## src/rtl/store_rmw_unit_pkg.sv

```systemverilog
// rtl/store_rmw_unit_pkg.sv - shared size encodings, FSM state codes and alignment helper
package store_rmw_unit_pkg;

    typedef logic [1:0] size_t;

    localparam size_t SZ_BYTE = 2'b00;
    localparam size_t SZ_HALF = 2'b01;
    localparam size_t SZ_WORD = 2'b10;
    localparam size_t SZ_RSVD = 2'b11;

    localparam logic [1:0] ST_IDLE  = 2'd0;
    localparam logic [1:0] ST_READ  = 2'd1;
    localparam logic [1:0] ST_WRITE = 2'd2;

    // Reserved size is reported through the same error path as misalignment.
    function automatic logic is_misaligned(input size_t size, input logic [1:0] lo);
        case (size)
            SZ_BYTE: is_misaligned = 1'b0;
            SZ_HALF: is_misaligned = lo[0];
            SZ_WORD: is_misaligned = (lo != 2'b00);
            default: is_misaligned = 1'b1;
        endcase
    endfunction

endpackage

```

## src/rtl/store_rmw_unit_lane_merge.sv

```systemverilog
// rtl/store_rmw_unit_lane_merge.sv - big-endian byte/half/word merge of store data into an old word
module store_lane_merge
    import store_rmw_unit_pkg::*;
(
    input  logic [31:0] old_word,
    input  logic [31:0] data,
    input  logic [1:0]  size,
    input  logic [1:0]  lo,
    output logic [31:0] merged,
    output logic        misalign
);

    always_comb begin
        merged   = old_word;
        misalign = is_misaligned(size, lo);
        case (size)
            SZ_BYTE: begin
                case (lo)
                    2'd0:    merged[31:24] = data[7:0];
                    2'd1:    merged[23:16] = data[7:0];
                    2'd2:    merged[15:8]  = data[7:0];
                    default: merged[7:0]   = data[7:0];
                endcase
            end
            SZ_HALF: begin
                if (lo[1])
                    merged[15:0] = data[15:0];
                else
                    merged[31:16] = data[15:0];
            end
            SZ_WORD: merged = data;
            default: merged = old_word;
        endcase
    end

endmodule

```

## src/rtl/store_rmw_unit.sv

```systemverilog
// rtl/store_rmw_unit.sv - narrows register stores and writes them to word-only memory via read-modify-write
module store_rmw_unit
    import store_rmw_unit_pkg::*;
#(
    parameter int ADDR_W  = 32,
    parameter int TIMEOUT = 16
) (
    input  logic              clk,
    input  logic              reset,
    input  logic              st_req,
    input  logic [ADDR_W-1:0] st_addr,
    input  logic [31:0]       st_data,
    input  logic [1:0]        st_size,
    output logic              st_busy,
    output logic              st_done,
    output logic              st_err,
    output logic [ADDR_W-1:0] mem_addr,
    output logic              mem_rd,
    output logic              mem_wr,
    output logic [31:0]       mem_wdata,
    input  logic [31:0]       mem_rdata,
    input  logic              mem_ack
);

    localparam int TW = (TIMEOUT > 1) ? $clog2(TIMEOUT) : 1;
    localparam logic [TW-1:0] TLAST = TW'(TIMEOUT - 1);

    logic [1:0]    state;
    logic [1:0]    lo_q;
    logic [1:0]    size_q;
    logic [31:0]   data_q;
    logic [TW-1:0] timer;

    logic [1:0]    m_size;
    logic [1:0]    m_lo;
    logic [31:0]   merged;
    logic          misalign;
    logic          timed_out;

    // In IDLE the merge unit only screens the incoming request; afterwards it works on the latched one.
    assign m_size    = (state == ST_IDLE) ? st_size : size_q;
    assign m_lo      = (state == ST_IDLE) ? st_addr[1:0] : lo_q;
    assign timed_out = (TIMEOUT != 0) && (timer == TLAST);

    store_lane_merge u_merge (
        .old_word (mem_rdata),
        .data     (data_q),
        .size     (m_size),
        .lo       (m_lo),
        .merged   (merged),
        .misalign (misalign)
    );

    always_ff @(posedge clk or posedge reset) begin
        if (reset) begin
            state     <= ST_IDLE;
            lo_q      <= 2'b00;
            size_q    <= SZ_BYTE;
            data_q    <= 32'd0;
            timer     <= '0;
            st_busy   <= 1'b0;
            st_done   <= 1'b0;
            st_err    <= 1'b0;
            mem_addr  <= '0;
            mem_rd    <= 1'b0;
            mem_wr    <= 1'b0;
            mem_wdata <= 32'd0;
        end else begin
            st_done <= 1'b0;
            st_err  <= 1'b0;
            case (state)
                ST_IDLE: begin
                    if (st_req) begin
                        lo_q     <= st_addr[1:0];
                        size_q   <= st_size;
                        data_q   <= st_data;
                        mem_addr <= {st_addr[ADDR_W-1:2], 2'b00};
                        timer    <= '0;
                        if (misalign) begin
                            st_err <= 1'b1;
                        end else if (st_size == SZ_WORD) begin
                            state     <= ST_WRITE;
                            st_busy   <= 1'b1;
                            mem_wr    <= 1'b1;
                            mem_wdata <= st_data;
                        end else begin
                            state   <= ST_READ;
                            st_busy <= 1'b1;
                            mem_rd  <= 1'b1;
                        end
                    end
                end
                ST_READ: begin
                    if (mem_ack) begin
                        state     <= ST_WRITE;
                        mem_rd    <= 1'b0;
                        mem_wr    <= 1'b1;
                        mem_wdata <= merged;
                        timer     <= '0;
                    end else if (timed_out) begin
                        state   <= ST_IDLE;
                        mem_rd  <= 1'b0;
                        st_busy <= 1'b0;
                        st_err  <= 1'b1;
                    end else if (TIMEOUT != 0) begin
                        timer <= timer + 1'b1;
                    end
                end
                ST_WRITE: begin
                    if (mem_ack) begin
                        state   <= ST_IDLE;
                        mem_wr  <= 1'b0;
                        st_busy <= 1'b0;
                        st_done <= 1'b1;
                    end else if (timed_out) begin
                        state   <= ST_IDLE;
                        mem_wr  <= 1'b0;
                        st_busy <= 1'b0;
                        st_err  <= 1'b1;
                    end else if (TIMEOUT != 0) begin
                        timer <= timer + 1'b1;
                    end
                end
                default: begin
                    state   <= ST_IDLE;
                    mem_rd  <= 1'b0;
                    mem_wr  <= 1'b0;
                    st_busy <= 1'b0;
                end
            endcase
        end
    end

endmodule
```

## config.mk

```make
export PLATFORM = sky130hd
export DESIGN_NAME = store_rmw_unit
export DESIGN_NICKNAME = d
export VERILOG_FILES = /design/src/rtl/store_rmw_unit_pkg.sv /design/src/rtl/store_rmw_unit_lane_merge.sv /design/src/rtl/store_rmw_unit.sv
export SDC_FILE = /design/constraint.sdc
export NUM_CORES = 1
export LEC_CHECK = 0
export ABC_AREA = 1
export ABC_CLOCK_PERIOD_IN_PS = 9200
export CAP_MARGIN = 20
export CORE_MARGIN = 4
export CORE_UTILIZATION = 45
export DETAILED_ROUTE_END_ITERATION = 10
export HOLD_SLACK_MARGIN = 0.02
export PLACE_DENSITY_LB_ADDON = 0.15
export REMOVE_ABC_BUFFERS = 1
export SYNTH_ARGS = -nofsm -noshare
export SYNTH_HDL_FRONTEND = slang
export SYNTH_SLANG_ARGS = --single-unit
```

## constraint.sdc

```tcl
create_clock -name clk -period 9.2 [get_ports clk]
set_input_delay 2.3 -clock clk [delete_from_list [all_inputs] [get_ports clk]]
set_output_delay 2.3 -clock clk [all_outputs]
set_load 0.02 [all_outputs]
```

==> results by group, run 1 <==
Cells and area
  • Commonest non-fill, non-tap cell in the layout: nand2_1
  • ANT cells: 0
  • Footprint of the multi-input gates: 0.00329 mm2
  • Most frequent cells in the layout: nand2_1 (361), clkdlybuf4s50_1 (168), nor2_1 (113)
  • # fillers: 1375
  • Share of layout cells above drive strength 1: 7.33%
  • Post-route insts no fill: 1275
  • Area Growth Syn to Fin: 30.0%
  • Sequential cell area: 0.00273 mm2
  • Nets: 1195

Floorplan
  • Die W: 130 um
  • Die Height: 130 um
  • Core ar.: 0.0145 mm2
  • Die Footprint: 0.0168 mm2
  • Number of I/O pins: 171
  • Placement row count: 44
  • Starting Density: 45.9%

Worst setup path
  • Critical Path Sink Type: flop
  • Cell repeated most along the worst path: nand2_1
  • Data required, critical path: 9490 ps
  • WP data arrival: 5020 ps
  • Crit Path Class: in -> reg
  • Worst R2R Start: state[0]
  • CP startpoint kind: primary input
  • Maximum fanout along the worst path: 41
  • Reg2Reg Setup Slack: 5770 ps
  • CP Cell Sequence: clkdlybuf4s50_1, inv_1, nand2_1, nand2_1, nand3_1, nand3_2, nand4_4, inv_2, nand2_1, nand2_1
  • Reg2reg path depth: 10
  • Slowest stage cell, crit path: inv_2
  • CP max stage delay: 590 ps
  • Crit Reg-Reg Endpoint: mem_wdata[16]

Logic synthesis
  • Synth Flop Type: dfrtp_1
  • Netlist Area Pre-Place: 0.00665 mm2
  • Ys async rst share: 100%
  • Post-synth EDFFs: 0
  • Mapped Cells: 948
  • Cell variety after synth: 34
  • Mapped Avg Cell Area: 7.01 um2
  • Flops & latches, synth: 109
  • Warnings from Yosys: 0
  • Post-synthesis sequential area ratio: 41.0%

Routing
  • Detailed-route via count: 6261
  • TritonRoute pass-1 iters: 5
  • Drt via density: 4.91
  • Post-route antenna net violation count: 0
  • Number of remaining DRC errors: 0
  • Routed wire length: 18200 um
  • DRT iter0 DRCs: 356
  • Avg WL per Cell: 14.3 um

STA
  • Worst-case clock skew: 7.15 ps
  • Slew @ Worst Pin: 892 ps
  • Setup TNS Final: 0 ps
  • Setup violations, final: 0
  • Slew HR: 40.2%
  • Peak Freq: 211 MHz
  • Minimum clock period: 4730 ps
  • RSZ-0062 raised after global routing: no
  • Period utilization: 51.4%
  • Pins Over Slew Limit: 0
  • Final hold violation count: 0

Global route
  • Vias in the first global route: 5895
  • Remaining Overflow, GRT: 0
  • Initial antenna violation count: 0
  • Global Route Usage Sum: 21.9%
  • First-pass GRT wire length: 29400 um
  • Largest net degree at the start of global routing: 78

Clocking
  • CTS max path bufs: 2
  • # resized after CTS: 0
  • CTS Root Cell: clkbuf_16
  • # hold bufs at CTS: 0
  • Clk sinks: 109
  • Htree depth: 3
  • Post-CTS Setup Inserts: 0
  • Clk_lat worst skew: 360 ps
  • Num CTS Buffers: 9
  • CTS tree: done
  • Clock transition at path regs: 70 ps

Power and ir drop
  • VDD IR max: 0.000182 V
  • LEAKAGE: 0.00446 uW
  • Pwr per Cell Area: 370 mW/mm2

Placed design
  • Post-DP HPWL: 12700 um
  • RD Place Congestion: 0.902
  • PortBufs: 168
  • Cells after DPL: 1260

Worst hold path
  • Hold_sp: mem_wdata[4]
  • Worst hold stages: 2
  • Hold Path Class: reg -> reg
  • Hold Path Sink: mem_wdata[4]

Job
  • MaxCap Viol Count: 0

Run status
  • Status: completed
-- how the worst max path moves through the flow --
stage,startpoint,end,slack (ps)
2_1_floorplan,reset,data_q[0],4030
3_3_place_gp,st_size[0],mem_wdata[21],4200
3_5_place_dp,st_size[0],mem_wdata[13],4100
4_1_cts,st_size[0],mem_wdata[16],4470
5_1_grt,st_addr[0],mem_wdata[12],4240
6_report,st_size[0],mem_wdata[16],4470
-- final cells by class --
type | count | area share [%]
multi-input combinational | 692 | 38.0
clock buffer | 9 | 2.61
clock inverter | 5 | 0.434
timing repair buffer | 173 | 20.2
inverter | 103 | 4.50
tap | 184 | 2.66
sequential | 109 | 31.6
-- through the flow --
step / hold slack (ps) / instance area (um2) / setup WS (ps) / power [uW] / utilization (%)
2_1_floorplan: 453 / 6390 / 4030 / 2150 / -
4_1_cts: 486 / 8620 / 4470 / 3220 / 59.5
6_report: 482 / 8640 / 4470 / 3200 / 59.7
5_1_grt: 498 / 8640 / 4240 / 3490 / 59.7
3_3_place_gp: 463 / 8340 / 4200 / 2800 / 57.6
3_5_place_dp: 465 / 8350 / 4100 / 2840 / 57.7
-- state kept, by name, summed over array words and instances, names as in the netlist --
name / count
data_q: 32
lo_q: 2
mem_addr: 30
mem_rd: 1
mem_wdata: 32
mem_wr: 1
size_q: 2
st_busy: 1
st_done: 1
st_err: 1
state: 2
timer: 4
-- layer usage --
| layer | wire [um] | global-route usage [%] |
|---|---|---|
| met3 | 1720 | 7.30 |
| met2 | 8100 | 33.4 |
| met1 | 8080 | 29.9 |
| met4 | 317 | 6.48 |
| met5 | 0 | 0 |
-- synth_stat cells, drive strengths merged (3+ instances only) --
cell / count / area share, %
mux2: 41 / 6.9
nand2: 371 / 22
inv: 102 / 5.8
o21ai: 48 / 3.7
nand4: 11 / 1.3
clkbuf: 16 / 0.94
buf: 29 / 2.9
nor2: 114 / 6.6
o211ai: 8 / 0.90
o22ai: 3 / 0.28
ha: 5 / 0.94
dfrtp: 109 / 41
nand3: 44 / 3.4
a21oi: 40 / 3.2
-- worst max-delay path: cells and delay by family --
family	cells	cell delay (ps)
simple gates	7	1570
buf+inv	3	1140
-- logic make-up after synthesis --
kind of cell | after synthesis | share of synthesized area, %
other | 1 | 0.0564
multiplexers | 41 | 6.95
flip-flops | 109 | 41.0
AND/OR/NAND/NOR | 543 | 33.1
adder cells (fa/ha/maj) | 5 | 0.941
buffers and inverters | 148 | 9.68
AO/OA/AOI/OAI | 101 | 8.28
-- power by group --
group          leakage, uW  total (uW)  internal, uW  switching [uW]
sequential         0.00130         830           711             118
combinational      0.00304        2000           766            1240
clock             0.000124         366           182             184
(Power assumes the default switching activity.)
==> run 2, diff against run 1 <==
- ABC_CLOCK_PERIOD_IN_PS: 9200 -> 4700
- clock period: 9.2 -> 4.7 ns (I/O delays scaled with it)
==> results by group, run 2 (synthesis gave the netlist of run 1 again) <==
Global route
  • Global Route Usage Sum: 22.2%
  • First-pass GRT wire length: 30100 um
  • Initial antenna violation count: 0
  • Largest net degree at the start of global routing: 76
  • Remaining Overflow, GRT: 0
  • Vias in the first global route: 6110

Worst setup path
  • Maximum fanout along the worst path: 28
  • Crit Path Class: in -> reg
  • Worst R2R Start: state[1]
  • Reg2Reg Setup Slack: 1470 ps
  • Crit path buffers/inverters: 3
  • Critical Path Sink Type: flop
  • Critical Path Start: st_size[0]
  • Data required, critical path: 5000 ps
  • Top delay family on crit path: simple AND/OR/NAND/NOR gates
  • CP max stage delay: 540 ps
  • CP Cell Sequence: clkdlybuf4s50_1, inv_1, nand2_1, nand2_1, nand3_1, nand3_2, nand4_4, inv_2, nand2_1, nand2_1
  • Crit Reg-Reg Endpoint: mem_wdata[9]
  • Reg2reg path depth: 14
  • Cell repeated most along the worst path: nand2_1
  • CP startpoint kind: primary input
  • WP data arrival: 3710 ps
  • Slowest stage cell, crit path: inv_2

Clocking
  • # hold bufs at CTS: 0
  • Clk sinks: 109
  • Num CTS Buffers: 9
  • CTS Root Cell: clkbuf_16
  • # resized after CTS: 0
  • Clk_lat worst skew: 360 ps
  • Post-CTS Setup Inserts: 0
  • CTS tree: done
  • CTS max path bufs: 2
  • Htree depth: 3
  • Clock transition at path regs: 70 ps

Routing
  • TritonRoute pass-1 iters: 5
  • Drt via density: 4.96
  • Avg WL per Cell: 14.6 um
  • Post-route antenna net violation count: 0
  • Detailed-route via count: 6346
  • Routed wire length: 18600 um
  • DRT iter0 DRCs: 330
  • Number of remaining DRC errors: 0

Power and ir drop
  • Sequential Power Share: 25.5%
  • LEAKAGE: 0.00448 uW
  • Sw Share: 47.9%
  • Pwr per Cell Area: 734 mW/mm2
  • Internal: 3320 uW
  • Psw: 3050 uW
  • Clock power share: 12.4%
  • VDD IR max: 0.000365 V
  • Total power: 6370 uW
  • Comb pwr share: 62.1%

Floorplan
  • Die Height: 130 um
  • Die Footprint: 0.0168 mm2
  • Core ar.: 0.0145 mm2
  • Number of I/O pins: 171
  • Die W: 130 um
  • Placement row count: 44
  • Starting Density: 45.9%

Worst hold path
  • Hold Path Sink: mem_wdata[7]
  • Hold_sp: mem_wdata[7]
  • Worst hold stages: 2
  • Hold Path Class: reg -> reg

Cells and area
  • Most frequent cells in the layout: nand2_1 (361), clkdlybuf4s50_1 (168), nor2_1 (113)
  • Largest regs: data_q: 32 flops, mem_wdata: 32 flops, mem_addr: 30 flops
  • Post-route cell area: 0.00868 mm2
  • Area Growth Syn to Fin: 30.6%
  • ANT cells: 0
  • Commonest non-fill, non-tap cell in the layout: nand2_1
  • Share of layout cells above drive strength 1: 7.58%
  • Nets: 1197

STA
  • Worst-case clock skew: 6.64 ps
  • Final hold violation count: 0
  • Minimum clock period: 3410 ps
  • RSZ-0062 raised after global routing: no
  • Slew @ Worst Pin: 917 ps
  • Slew HR: 38.9%
  • Peak Freq: 293 MHz
  • Period utilization: 72.6%
  • Setup violations, final: 0
  • Setup TNS Final: 0 ps
  • Pins Over Slew Limit: 0
  • Fin Hold WS: 483 ps

Placed design
  • PortBufs: 168
  • RD Place Congestion: 0.864
  • Post-DP HPWL: 12800 um
  • Placement Cell Area: 0.00838 mm2

Job
  • MaxCap Viol Count: 0

Run status
  • Status: completed
[run 2: cell count changes in the layout (fill, tap and decap cells not counted), sizes merged]
| cell | delta |
|---|---|
| clkinv | -1 |
| clkinvlp | +1 |
| clkbuf | +1 |
| buf | +2 |
| bufinv | +1 |
[run 2: cell type report]
cell class	instances	area, um2
clock buffer	10	229
clock inverter	6	72.6
fill	1373	5800
inverter	103	389
multi-input combinational	692	3290
sequential	109	2730
tap	184	230
timing repair buffer	175	1750
[run 2: worst max path at each step]
stage	slack [ps]	cells past startpoint	endpoint
after floorplan	650	1	data_q[0]
after global placement	1000	10	mem_wdata[16]
after detailed placement	950	10	mem_wdata[25]
after CTS	1320	10	mem_wdata[25]
after global routing	1060	10	mem_wdata[26]
final	1290	10	mem_wdata[25]
[run 2: power by group through the flow]
stage               clock [uW]  sequential [uW]  combinational, uW
floorplan                    0             1940               2260
global placement             0             1630               3890
detailed placement           0             1640               3940
CTS                        811             1630               3960
global route               850             1680               4400
finish                     789             1620               3960
[run 2: metal layers]
layer / track usage [%] / part of all wire [%]
met1: 29.9 / 44
met2: 35.2 / 45
met4: 6.23 / 1.4
met3: 6.27 / 9.0
met5: 0 / 0
[run 2: worst register-to-register path, cell delays in order, from the launching register on]
cell and delay [ps]:
dfrtp_1 410, inv_1 110, ha_1 610, inv_2 220
nand2_2 460, nand2_4 390, nand2_4 270, inv_1 180
nand2_1 100, nand3_1 60, nand2_1 110, nand2_1 70
nand2_1 60, nand2_1 40, nand2_1 70
[run 2: per-stage QoR]
step / worst slack (ps) / utilization, % / cells
CTS: 1320 / 60.0 / 1279
floorplan: 651 / - / 904
detailed placement: 951 / 57.9 / 1263
finish: 1290 / 60.0 / 1279
global placement: 1000 / 57.9 / 1263
global route: 1060 / 60.0 / 1279
==> run 3, diff against run 2 <==
- ABC_CLOCK_PERIOD_IN_PS: 4700 -> 3450
- clock period: 4.7 -> 3.45 ns (I/O delays scaled with it)
==> results by group, run 3 (synthesis gave the netlist of run 1 again) <==
STA
  • RSZ-0062 raised after global routing: no
  • Minimum clock period: 2790 ps
  • Setup violations, final: 0
  • Peak Freq: 359 MHz
  • Slew @ Worst Pin: 795 ps
  • Final hold violation count: 0
  • Setup TNS Final: 0 ps
  • Worst-case clock skew: 9.31 ps
  • Pins Over Slew Limit: 0
  • Fin Hold WS: 477 ps
  • Period utilization: 80.8%
  • Setup ws final: 663 ps
  • Slew HR: 47.0%

Clocking
  • CTS Root Cell: clkbuf_16
  • CTS max path bufs: 2
  • Num CTS Buffers: 9
  • # resized after CTS: 0
  • Post-CTS Setup Inserts: 0
  • # hold bufs at CTS: 0
  • Htree depth: 3
  • CTS tree: done
  • Clk sinks: 109
  • Clk_lat worst skew: 360 ps
  • Clock transition at path regs: 80 ps

Global route
  • Initial antenna violation count: 0
  • Global Route Usage Sum: 22.3%
  • First-pass GRT wire length: 30000 um
  • Largest net degree at the start of global routing: 43
  • Remaining Overflow, GRT: 0
  • Vias in the first global route: 6124

Placed design
  • Post-DP HPWL: 13100 um
  • RD Place Congestion: 0.859
  • Pre-CTS WS: 514 ps
  • PortBufs: 168

Worst setup path
  • Data required, critical path: 3750 ps
  • Worst R2R Start: state[1]
  • Critical Path Sink Type: flop
  • CP endpoint: mem_wdata[3]
  • CP startpoint kind: flop
  • Reg2Reg Setup Slack: 660 ps
  • Maximum fanout along the worst path: 36
  • Crit Reg-Reg Endpoint: mem_wdata[3]
  • Reg2reg path depth: 9
  • Critical Path Start: state[1]
  • Crit Path Class: reg -> reg
  • WP data arrival: 3080 ps

Cells and area
  • # fillers: 1380
  • Largest regs: data_q: 32 flops, mem_wdata: 32 flops, mem_addr: 30 flops
  • Nets: 1208
  • Most frequent cells in the layout: nand2_1 (361), clkdlybuf4s50_1 (168), nor2_1 (113)
  • ANT cells: 0
  • Share of the core filled with cells: 60.7%
  • Share of layout cells above drive strength 1: 8.51%
  • Commonest non-fill, non-tap cell in the layout: nand2_1
  • Area Growth Syn to Fin: 32.2%

Routing
  • Routed wire length: 18200 um
  • Drt via density: 4.95
  • Number of remaining DRC errors: 0
  • TritonRoute pass-1 iters: 6
  • Detailed-route via count: 6384
  • Post-route antenna net violation count: 0
  • Avg WL per Cell: 14.1 um
  • DRT iter0 DRCs: 383

Floorplan
  • Core ar.: 0.0145 mm2
  • Die W: 130 um
  • Die Footprint: 0.0168 mm2
  • Placement row count: 44
  • Starting Density: 45.9%
  • Die Height: 130 um
  • Number of I/O pins: 171

Run status
  • Status: completed

Power and ir drop
  • VDD IR max: 0.000585 V
  • LEAKAGE: 0.00454 uW
  • Pwr per Cell Area: 989 mW/mm2

Worst hold path
  • Hold Path Class: reg -> reg

Job
  • MaxCap Viol Count: 0
run 3: layout make-up:
type | instances | area (um2) | share of cell area [%]
Sequential cell | 109 | 2730 | 31.1
Clock buffer | 10 | 239 | 2.72
Multi-Input combinational cell | 692 | 3290 | 37.4
Clock inverter | 5 | 43.8 | 0.499
Inverter | 103 | 389 | 4.43
Tap cell | 184 | 230 | 2.62
Timing Repair Buffer | 186 | 1870 | 21.3
run 3: worst min-delay path by stage:
stage / startpoint / end / slack [ps] / cells past startpoint
after global placement: mem_wdata[21] / mem_wdata[21] / 460 / 2
after CTS: mem_wdata[12] / mem_wdata[12] / 480 / 2
after global routing: mem_wdata[12] / mem_wdata[12] / 510 / 2
final: mem_wdata[12] / mem_wdata[12] / 480 / 2
after detailed placement: mem_wdata[12] / mem_wdata[12] / 470 / 2
after floorplan: size_q[1] / size_q[1] / 450 / 2
run 3: critical path, cell delays in order (launching register included):
cell     delay (ps)
dfrtp_1         390
inv_1            90
ha_1            420
o21ai_2         740
nand2_4         390
nand2_1         390
nand2_1         100
nand4_1          80
nand2_1          60
nand2_1          50
run 3: metrics by stage:
stage	cell area, um2	power (uW)	instances
2_1_floorplan	6390	5730	904
3_3_place_gp	8500	7630	1274
3_5_place_dp	8500	7710	1274
4_1_cts	8780	8770	1289
5_1_grt	8780	9520	1289
6_report	8780	8690	1289
run 3: report_power, final:
group | switching, uW | total (uW) | internal [uW]
Combinational | 3310 | 5480 | 2160
Clock | 491 | 1010 | 515
Sequential | 307 | 2200 | 1900
Total | 4110 | 8690 | 4580
run 3: layer usage:
| layer | vias to the layer above | track usage [%] | share of wire [%] |
|---|---|---|---|
| met1 | 2857 | 29.2 | 43 |
| met2 | 254 | 34.8 | 45 |
| met3 | 28 | 7.58 | 11 |
| met5 | - | 0 | 0 |
| met4 | 0 | 7.33 | 2.3 |
| li1 | 3245 | - | - |
